[src/rtl/pc_sel_pkg.sv]
// pc_sel_pkg: shared constants and state encoding for the next-PC stage.
//   RESET_PC_DEF / EXC_PC_DEF : default reset and exception-vector PCs
//   SEL_SEQ                   : sel value that picks sequential PC+4
//   redir_state_t             : RUN / PENDING state of the redirect buffer
package pc_sel_pkg;

    localparam logic [31:0] RESET_PC_DEF = 32'h0000_3000;
    localparam logic [31:0] EXC_PC_DEF   = 32'h0000_4180;
    localparam int unsigned SEL_SEQ      = 0;

    typedef enum logic {
        RUN     = 1'b0,
        PENDING = 1'b1
    } redir_state_t;

endpackage

[src/rtl/pc_redirect_buf.sv]
// pc_redirect_buf: one-entry redirect buffer with RUN/PENDING FSM.
// A redirect requested while stalled is captured here and released on the
// first unstalled cycle; a newer redirect during the stall overwrites it.
// Ports:
//   clk, reset (sync, active-low)
//   clear        exception redirect: drop any buffered target
//   stall        pipeline stall
//   load_req     a valid non-sequential sel is present this cycle
//   target       target selected by sel
//   redirect_pc  buffered target
//   pending      1 while a target is buffered (state PENDING)
module pc_redirect_buf
    import pc_sel_pkg::*;
#(
    parameter int unsigned WIDTH = 32
) (
    input  logic             clk,
    input  logic             reset,
    input  logic             clear,
    input  logic             stall,
    input  logic             load_req,
    input  logic [WIDTH-1:0] target,
    output logic [WIDTH-1:0] redirect_pc,
    output logic             pending
);

    redir_state_t     state, state_n;
    logic [WIDTH-1:0] redirect_n;

    always_ff @(posedge clk) begin
        if (!reset) begin
            state       <= RUN;
            redirect_pc <= '0;
        end else begin
            state       <= state_n;
            redirect_pc <= redirect_n;
        end
    end

    always_comb begin
        state_n    = state;
        redirect_n = redirect_pc;
        if (clear) begin
            state_n    = RUN;
            redirect_n = '0;
        end else begin
            case (state)
                RUN: begin
                    if (stall && load_req) begin
                        redirect_n = target;
                        state_n    = PENDING;
                    end
                end
                PENDING: begin
                    // Release happens in the top (pc <= redirect_pc); sel is ignored then.
                    if (!stall) begin
                        state_n = RUN;
                    end else if (load_req) begin
                        redirect_n = target;
                    end
                end
                default: state_n = RUN;
            endcase
        end
    end

    assign pending = (state == PENDING);

endmodule

[src/rtl/pc_sel_unit.sv]
// pc_sel_unit: registered fetch PC with NSRC-way next-PC selection.
// Priority each cycle: reset > exc_req > buffered redirect > sel.
// Optional feature macro: ALIGN_CHECK_EN (registered misalign flag).
// Ports:
//   clk, reset (sync, active-low)
//   stall     hold PC this cycle
//   sel       next-PC source, 0 or >=NSRC = PC+4
//   src_flat  targets for sel 1..NSRC-1, sel k at [k*WIDTH-1 -: WIDTH]
//   exc_req   exception redirect to EXC_PC (overrides stall)
//   pc        current fetch PC
//   pc_plus4  pc + 4, wraps modulo 2**WIDTH
//   pending   a redirect is buffered behind a stall
//   misalign  pc[1:0] != 0 (only with ALIGN_CHECK_EN, else 0)
module pc_sel_unit
    import pc_sel_pkg::*;
#(
    parameter int unsigned     WIDTH    = 32,
    parameter int unsigned     NSRC     = 4,
    parameter int unsigned     SELW     = 2,
    parameter logic [WIDTH-1:0] RESET_PC = WIDTH'(RESET_PC_DEF),
    parameter logic [WIDTH-1:0] EXC_PC   = WIDTH'(EXC_PC_DEF)
) (
    input  logic                        clk,
    input  logic                        reset,
    input  logic                        stall,
    input  logic [SELW-1:0]             sel,
    input  logic [(NSRC-1)*WIDTH-1:0]   src_flat,
    input  logic                        exc_req,
    output logic [WIDTH-1:0]            pc,
    output logic [WIDTH-1:0]            pc_plus4,
    output logic                        pending,
    output logic                        misalign
);

    int unsigned      sel_idx;
    logic             sel_valid;
    logic [WIDTH-1:0] sel_target;
    logic [WIDTH-1:0] redirect_pc;
    logic [WIDTH-1:0] next_pc;

    assign pc_plus4  = pc + WIDTH'(4);
    assign sel_idx   = 32'(sel);
    assign sel_valid = (sel_idx != SEL_SEQ) && (sel_idx < NSRC);

    always_comb begin
        sel_target = '0;
        for (int unsigned k = 1; k < NSRC; k++) begin
            if (sel_idx == k) begin
                sel_target = src_flat[k*WIDTH-1 -: WIDTH];
            end
        end
    end

    pc_redirect_buf #(
        .WIDTH (WIDTH)
    ) u_redirect_buf (
        .clk         (clk),
        .reset       (reset),
        .clear       (exc_req),
        .stall       (stall),
        .load_req    (sel_valid),
        .target      (sel_target),
        .redirect_pc (redirect_pc),
        .pending     (pending)
    );

    always_comb begin
        if (exc_req) begin
            next_pc = EXC_PC;
        end else if (stall) begin
            next_pc = pc;
        end else if (pending) begin
            next_pc = redirect_pc;
        end else if (sel_valid) begin
            next_pc = sel_target;
        end else begin
            next_pc = pc_plus4;
        end
    end

    always_ff @(posedge clk) begin
        if (!reset) begin
            pc <= RESET_PC;
        end else begin
            pc <= next_pc;
        end
    end

`ifdef ALIGN_CHECK_EN
    always_ff @(posedge clk) begin
        if (!reset) begin
            misalign <= 1'b0;
        end else begin
            misalign <= (next_pc[1:0] != 2'b00);
        end
    end
`else
    assign misalign = 1'b0;
`endif

endmodule

[config.mk]
export PLATFORM = sky130hd
export DESIGN_NAME = pc_sel_unit
export DESIGN_NICKNAME = d
export VERILOG_FILES = /design/src/rtl/pc_sel_pkg.sv /design/src/rtl/pc_redirect_buf.sv /design/src/rtl/pc_sel_unit.sv
export SDC_FILE = /design/constraint.sdc
export NUM_CORES = 1
export LEC_CHECK = 0
export CELL_PAD_IN_SITES_DETAIL_PLACEMENT = 2
export CELL_PAD_IN_SITES_GLOBAL_PLACEMENT = 2
export CORE_MARGIN = 5
export CORE_UTILIZATION = 22
export DETAILED_ROUTE_END_ITERATION = 8
export PLACE_DENSITY = 0.81
export SYNTH_ARGS = -nofsm -noshare
export SYNTH_HDL_FRONTEND = slang
export SYNTH_SLANG_ARGS = --single-unit
[constraint.sdc]
create_clock -name clk -period 1.7 [get_ports clk]
set_input_delay 0.34 -clock clk [delete_from_list [all_inputs] [get_ports clk]]
set_output_delay 0.34 -clock clk [all_outputs]
set_load 0.02 [all_outputs]
==> impl_metrics.yaml, run 1 <==
status:
  status: "complete, but fails checks"
  violations: "setup timing"
sta:
  maxClockFrequency_ghz: 0.407
  worstMarginPinSlew_ns: 0.568
  finalHoldViolations: 0
  hold_ws_ns: 0.506
  finalWorstSetupSlack_ns: -0.757
  fin_crit_sh_pct: 145
  setup_viol: 54
  slew_violations: 0
  period_needed_ns: 2.46
  fin_skew_ns: 0.0167
  rsz0062_at_grt: "yes"
  fin_tns_setup_ns: -20.83
  relSlewSlack_pct: 61.7
layout:
  antenna_cells: 0
  fin_cells: 1181
  final_area_um2: 9420
  nets: 1014
  area_growth_syn_to_layout_pct: 114
  fin_util_pct: 48.1
  drive_above_1_share_pct: 46.3
clock_network:
  path_clk_slew_ns: 0.07
  h-tree-depth: 3
  cts.sinks: 65
  root_buffer: "clkbuf_16"
  insertion_delay_ns: 0.36
  cts_tree: "built"
  numCtsBuffers: 9
  cts_buffer_depth: 2
floorplan:
  io_pins: 168
  die_area_um2: 22900
  rows: 51
  dieWidth_um: 151
  core-area_um2: 19600
  start_util_pct: 22.5
  die_height_um: 151
worst_hold_path:
  hold_path.class: "register to register"
worst_setup_path:
  cp-start-kind: "register"
  crit_required_ns: 1.36
  cp.arrival_ns: 2.12
  worstSetupPathType: "register to output pin"
  critPathMaxFanout: 4
  end_kind: "output pin"
  rrSetupSlack_ns: -0.63
detailed_routing:
  wire_per_inst_um: 27.0
  vias: 6217
  drc_errors: 0
  ant_nets: 0
  drt_pre_antenna_iters: 4
  viasPerCell: 5.26
  wl_mm: 31.9
  drtIter0Drc: 380
pwr:
  p_leak_uw: 0.00415
  cellPowerDensity_nw_per_um2: 584
  ir_worst_vdd_v: 0.000349
grt:
  grt_pass1_wl_mm: 43.6
  grt_pass1_vias: 7011
  grt_max_degree: 30
  grt_use_total_pct: 25.1
  grt_remaining_overflow: 0
  antenna_found_initial: 0
job:
  maxCapViolCount: 0
yosys:
  synth_top_area_share_pct: 29.5
  synth-simple-area-share_pct: 24.8
  synthMuxAreaShare_pct: 11.6
  yosysWarnings: 0
  netlist_area_um2: 4400
  synthArstFlopShare_pct: 0
  ys_seq_area_share_pct: 29.5
  synth_fa_ha_area_share_pct: 0.284
  synth.distinct_cells: 55
  synth-seq-cells: 65
  syn-instance-count: 567
  yosys.area.top_type: "dfxtp_1"
  synth.avg_cell_area_um2: 7.77
  synth_flop_cell: "dfxtp_1"
  synth_top_cells_by_area: "dfxtp_1, mux2i_1, nor2_1"
  synth-xor-area-share_pct: 5.17
  synth_compound_area_share_pct: 22.6
  synth_edf_count: 0
  post-synth-top-count-cell: "nor2_1"
  synth_top_family_by_area: "simple AND/OR/NAND/NOR gates"
  syn_nets: 670
  synth_common_cells: "nor2_1, dfxtp_1, mux2i_1, nand2_1"
placed_design:
  dp_cells: 1111
  hpwl_mm: 19.6
  place_congestion: 0.876
  port_buffers: 166
  place_area_um2: 7760
[logic make-up (layout without fill, tap and decap cells)]
kind of cell | Yosys count | in the layout
and+or+nand+nor | 218 | 218
AOI/OAI and AO/OA | 147 | 147
DFF | 65 | 65
buffers and inverters | 60 | 409
muxes | 49 | 49
xor gates and xnor gates | 26 | 26
adders and majority gates | 1 | 1
other | 1 | 1
[sequential cells by signal, indices dropped and copies added (netlist names), named ones only]
signal,cells
pc,30
u_redirect_buf.pending,1
u_redirect_buf.redirect_pc,32
[through the flow]
| stage | setup WS (ns) | power (uW) |
|---|---|---|
| final | -0.757 | 5500 |
| after global routing | -0.865 | 5670 |
| after CTS | -0.621 | 5260 |
| after detailed placement | -0.854 | 3140 |
| after global placement | -0.742 | 3070 |
| after floorplan | -0.336 | 2290 |
[worst max-delay path, cell delays in order, from the launching register on]
cell     delay, ns
dfxtp_2       0.35
nand4_1       0.24
buf_4         0.26
buf_6         0.12
nor2_4        0.15
nand4_1       0.24
xnor2_2       0.22
buf_4         0.17
[final timing paths]
check,to,cells after the start,start
max,pc_plus4[28],7,pc[23]$_SDFFE_PP0N_
min,u_redirect_buf.redirect_pc[23]$_SDFFE_PP0P_,2,u_redirect_buf.redirect_pc[23]$_SDFFE_PP0P_
max reg2reg,pc[12]$_SDFFE_PN1P_,10,pc[2]$_SDFFE_PP0N_
min reg2reg,u_redirect_buf.redirect_pc[23]$_SDFFE_PP0P_,2,u_redirect_buf.redirect_pc[23]$_SDFFE_PP0P_
[power breakdown]
group / switching, uW / internal [uW]
logic: 891 / 835
clock network: 881 / 1230
registers: 72.3 / 1590
total: 1840 / 3650
[per-layer routing]
metal | part of all wire [%] | global-route usage, % | vias to the layer above
met3 | 5.6 | 4.16 | 63
met5 | 0 | 0 | -
li1 | - | - | 2763
met1 | 41 | 30.8 | 3145
met4 | 3.4 | 9.34 | 0
met2 | 50 | 44.0 | 246
[placed cells by master, fill, tap and decap left out, drive strengths merged, types with 10 or more instances in the layout]
| cell | instances |
|---|---|
| nor2b | 10 |
| xnor2 | 17 |
| nor3 | 25 |
| dfxtp | 65 |
| dlygate4sd2 | 27 |
| o21ai | 32 |
| nand3 | 17 |
| inv | 12 |
| clkbuf | 13 |
| a21oi | 30 |
| buf | 245 |
| nand2 | 34 |
| mux2 | 15 |
| mux2i | 34 |
| clkdlybuf4s50 | 99 |
| o2bb2ai | 10 |
| a221oi | 10 |
| and3 | 14 |
| nand4 | 14 |
| a211oi | 13 |
| nor2 | 78 |
[final cells by class]
type | instances | area, um2
timing repair buffer | 382 | 3600
multi-input combinational | 442 | 3770
clock buffer | 10 | 250
clock inverter | 6 | 63.8
fill | 2058 | 10200
tap | 265 | 332
inverter | 11 | 41.3
sequential | 65 | 1360
[repair_timing]
item	CTS	global route
hold buffers	0	0
pin swaps	54	38
buffers inserted	38	29
setup endpoints to repair	113	81
gates resized for setup	325	88
gates cloned	1	1
No activity file was read; power rests on OpenSTA's default activity.
==> run 2: changes to the inputs <==
--- a/config.mk
+++ b/config.mk
@@ -5,11 +5,13 @@
 export SDC_FILE = /design/constraint.sdc
 export NUM_CORES = 1
 export LEC_CHECK = 0
+export ABC_AREA = 1
 export CELL_PAD_IN_SITES_DETAIL_PLACEMENT = 2
 export CELL_PAD_IN_SITES_GLOBAL_PLACEMENT = 2
 export CORE_MARGIN = 5
-export CORE_UTILIZATION = 22
+export CORE_UTILIZATION = 20
 export DETAILED_ROUTE_END_ITERATION = 8
+export HOLD_SLACK_MARGIN = 0.1
 export PLACE_DENSITY = 0.81
 export SYNTH_ARGS = -nofsm -noshare
 export SYNTH_HDL_FRONTEND = slang
==> run 2 against run 1 <==
The flow still finishes with violations (setup timing). Power shrank 6.5%. Non-clock buffer count shrank 46. Clock-buffer cell count grew 5. Worst hold slack lost 0.025 ns. Sequential cell count is the same. Largest power group unchanged.
==> impl_metrics.yaml, run 2 <==
floorplan:
  dieWidth_um: 159
  start_util_pct: 20.3
  die_height_um: 159
  rows: 54
  io_pins: 168
  die_area_um2: 25100
  core-area_um2: 21800
yosys:
  yosysWarnings: 0
  post-synth-top-count-cell: "nand2_1"
  yosys.area.top_type: "dfxtp_1"
  ys_seq_area_share_pct: 29.5
  synth.distinct_cells: 36
  syn_nets: 828
  synth_top_area_share_pct: 29.5
  synth_flop_cell: "dfxtp_1"
  synth_edf_count: 0
  synthArstFlopShare_pct: 0
  synth-seq-cells: 65
  synth_common_cells: "nand2_1, nor2_1, dfxtp_1"
  netlist_area_um2: 4410
  syn-instance-count: 725
  synth_top_cells_by_area: "dfxtp_1, nand2_1, nor2_1"
  synth.avg_cell_area_um2: 6.09
clock_network:
  hold_buffers: 0
  path_clk_slew_ns: 0.07
  cts_tree: "built"
  numCtsBuffers: 9
  root_buffer: "clkbuf_16"
  insertion_delay_ns: 0.38
  cts_buffer_depth: 2
  h-tree-depth: 3
  cts.sinks: 65
detailed_routing:
  wl_mm: 33.6
  drc_errors: 0
  wire_per_inst_um: 25.5
  drtIter0Drc: 340
  vias: 6724
  viasPerCell: 5.10
  ant_nets: 0
  drt_pre_antenna_iters: 5
layout:
  registers.top_by_ff_count: "u_redirect_buf.redirect_pc"
  area_growth_syn_to_layout_pct: 98.1
  final_cell_mix: "nand2_1, buf_4, clkdlybuf4s50_1"
  antenna_cells: 0
  nets: 1138
  largest_reg_flops: 32
  drive_above_1_share_pct: 37.2
  final_area_um2: 8740
  final_common_cell: "nand2_1"
sta:
  setup_viol: 43
  fin_tns_setup_ns: -12.98
  period_needed_ns: 2.21
  finalWorstSetupSlack_ns: -0.510
  finalHoldViolations: 0
  rsz0062_at_grt: "yes"
  fin_crit_sh_pct: 130
  maxClockFrequency_ghz: 0.452
  fin_skew_ns: 0.0158
  slew_violations: 0
grt:
  antenna_found_initial: 0
  grt_max_degree: 27
  busiest_layer: "met2"
  use_met2_pct: 41.2
  grt_pass1_vias: 7224
  use_met1_pct: 26.8
  grt_pass1_wl_mm: 44.1
  met3_usage_pct: 4.92
  grt_remaining_overflow: 0
  grt_use_total_pct: 23.4
placed_design:
  place_congestion: 0.882
  hpwl_mm: 19.6
  place_area_um2: 7350
  port_buffers: 166
pwr:
  cellPowerDensity_nw_per_um2: 588
  ir_worst_vdd_v: 0.000372
  p_leak_uw: 0.00392
worst_setup_path:
  path_cells: "nand2_1, nor2_2, nand2_1, nor2_2, nand2_1, nand2_1, nand2_1, buf_2"
  end_kind: "output pin"
  crit_buf_inv: 1
  path_delay_family: "simple AND/OR/NAND/NOR gates"
  critPathMaxFanout: 5
  crit_required_ns: 1.36
  crit_path_top_delay_cell: "dfxtp_4"
  cp.arrival_ns: 1.87
  timing.critical_path.mode_cell: "nand2_1"
  worstSetupPathType: "register to output pin"
  crit_path_max_incr_delay_ns: 0.40
  cp-start-kind: "register"
worst_hold_path:
  hold_path.class: "register to register"
job:
  maxCapViolCount: 0
status:
  violations: "setup timing"
  status: "complete, but fails checks"
## run 2: cell types whose count changed in the layout (fill, tap and decap cells not counted), moves of 18 or more
cell and change:
o21ai_0 +44, nand2_2 +28, nand2_1 +180, a21oi_1 +18
nor3_1 -18, inv_1 +18, mux2i_1 -32, nand3_1 +25
buf_4 -32, nor2_4 +25
## run 2: metrics by stage
| step | util [%] | std cells | total power (uW) | worst slack [ns] | hold slack, ns |
|---|---|---|---|---|---|
| 2_1_floorplan | - | 725 | 2220 | 0.00269 | 0.447 |
| 3_3_place_gp | 33.8 | 1262 | 3030 | -0.499 | 0.468 |
| 3_5_place_dp | 33.8 | 1262 | 3080 | -0.627 | 0.475 |
| 4_1_cts | 37.6 | 1299 | 4880 | -0.395 | 0.486 |
| 5_1_grt | 40.2 | 1319 | 5320 | -0.567 | 0.513 |
| 6_report | 40.2 | 1319 | 5140 | -0.510 | 0.481 |
## run 2: what timing repair did
item,4_1_cts,5_1_grt
hold endpoints to repair,0,0
resized for setup,325,98
buffers inserted,25,20
pin swaps,41,45
setup endpoints to repair,91,47
## run 2: worst paths after layout
kind | slack (ns) | to | from | cells past startpoint
worst max register to register | -0.31 | pc[19]$_SDFFE_PP0N_ | pc[6]$_SDFFE_PP0N_ | 12
worst min-delay path | 0.48 | register | u_redirect_buf.redirect_pc[1]$_SDFFE_PP0P_ | 2
worst min register to register | 0.48 | register | u_redirect_buf.redirect_pc[1]$_SDFFE_PP0P_ | 2
worst max-delay path | -0.51 | pc_plus4[30] | pc[27]$_SDFFE_PP0N_ | 8
## run 2: layout make-up
cell class	instances	area, um2
Clock buffer	15	258
Multi-Input combinational cell	584	3460
Tap cell	280	350
Inverter	39	149
Timing Repair Buffer	336	3140
Fill cell	2442	13000
Sequential cell	65	1370
## run 2: layer usage
metal  vias up  part of all wire, %  routed length, um
li1       2936                    -                  -
met1      3332                   38              12600
met2       335                   50              17000
met3       121                  6.5               2190
met4         0                  5.4               1800
met5         -                    0                  0
## run 2: worst register-to-register path, stage by stage (launching register included)
cell and delay [ns]:
dfxtp_4 0.41, nand2_4 0.11, nor2_4 0.16, nand4_1 0.21, o21bai_2 0.22, buf_4 0.15, buf_6 0.09, buf_6 0.08
buf_6 0.08, buf_6 0.08, buf_6 0.08, nand3_2 0.07, a21oi_2 0.18
## run 2: power by group
part / total (uW) / switching [uW] / internal [uW] / leakage, uW
logic: 1600 / 856 / 747 / 0.00325
registers: 1680 / 94.7 / 1590 / 0.000546
clock network: 1850 / 828 / 1020 / 0.000124
## run 2: cell families (layout without fill, tap and decap cells)
| group | after synthesis | after routing | share of synthesized area [%] |
|---|---|---|---|
| simple gates | 439 | 439 | 42.8 |
| compound gates | 127 | 127 | 15.2 |
| buf+inv | 76 | 390 | 7.77 |
| flops | 65 | 65 | 29.5 |
| xor+xnor | 16 | 16 | 4.37 |
| fa+ha+maj | 1 | 1 | 0.284 |
| other cells | 1 | 1 | 0.0850 |
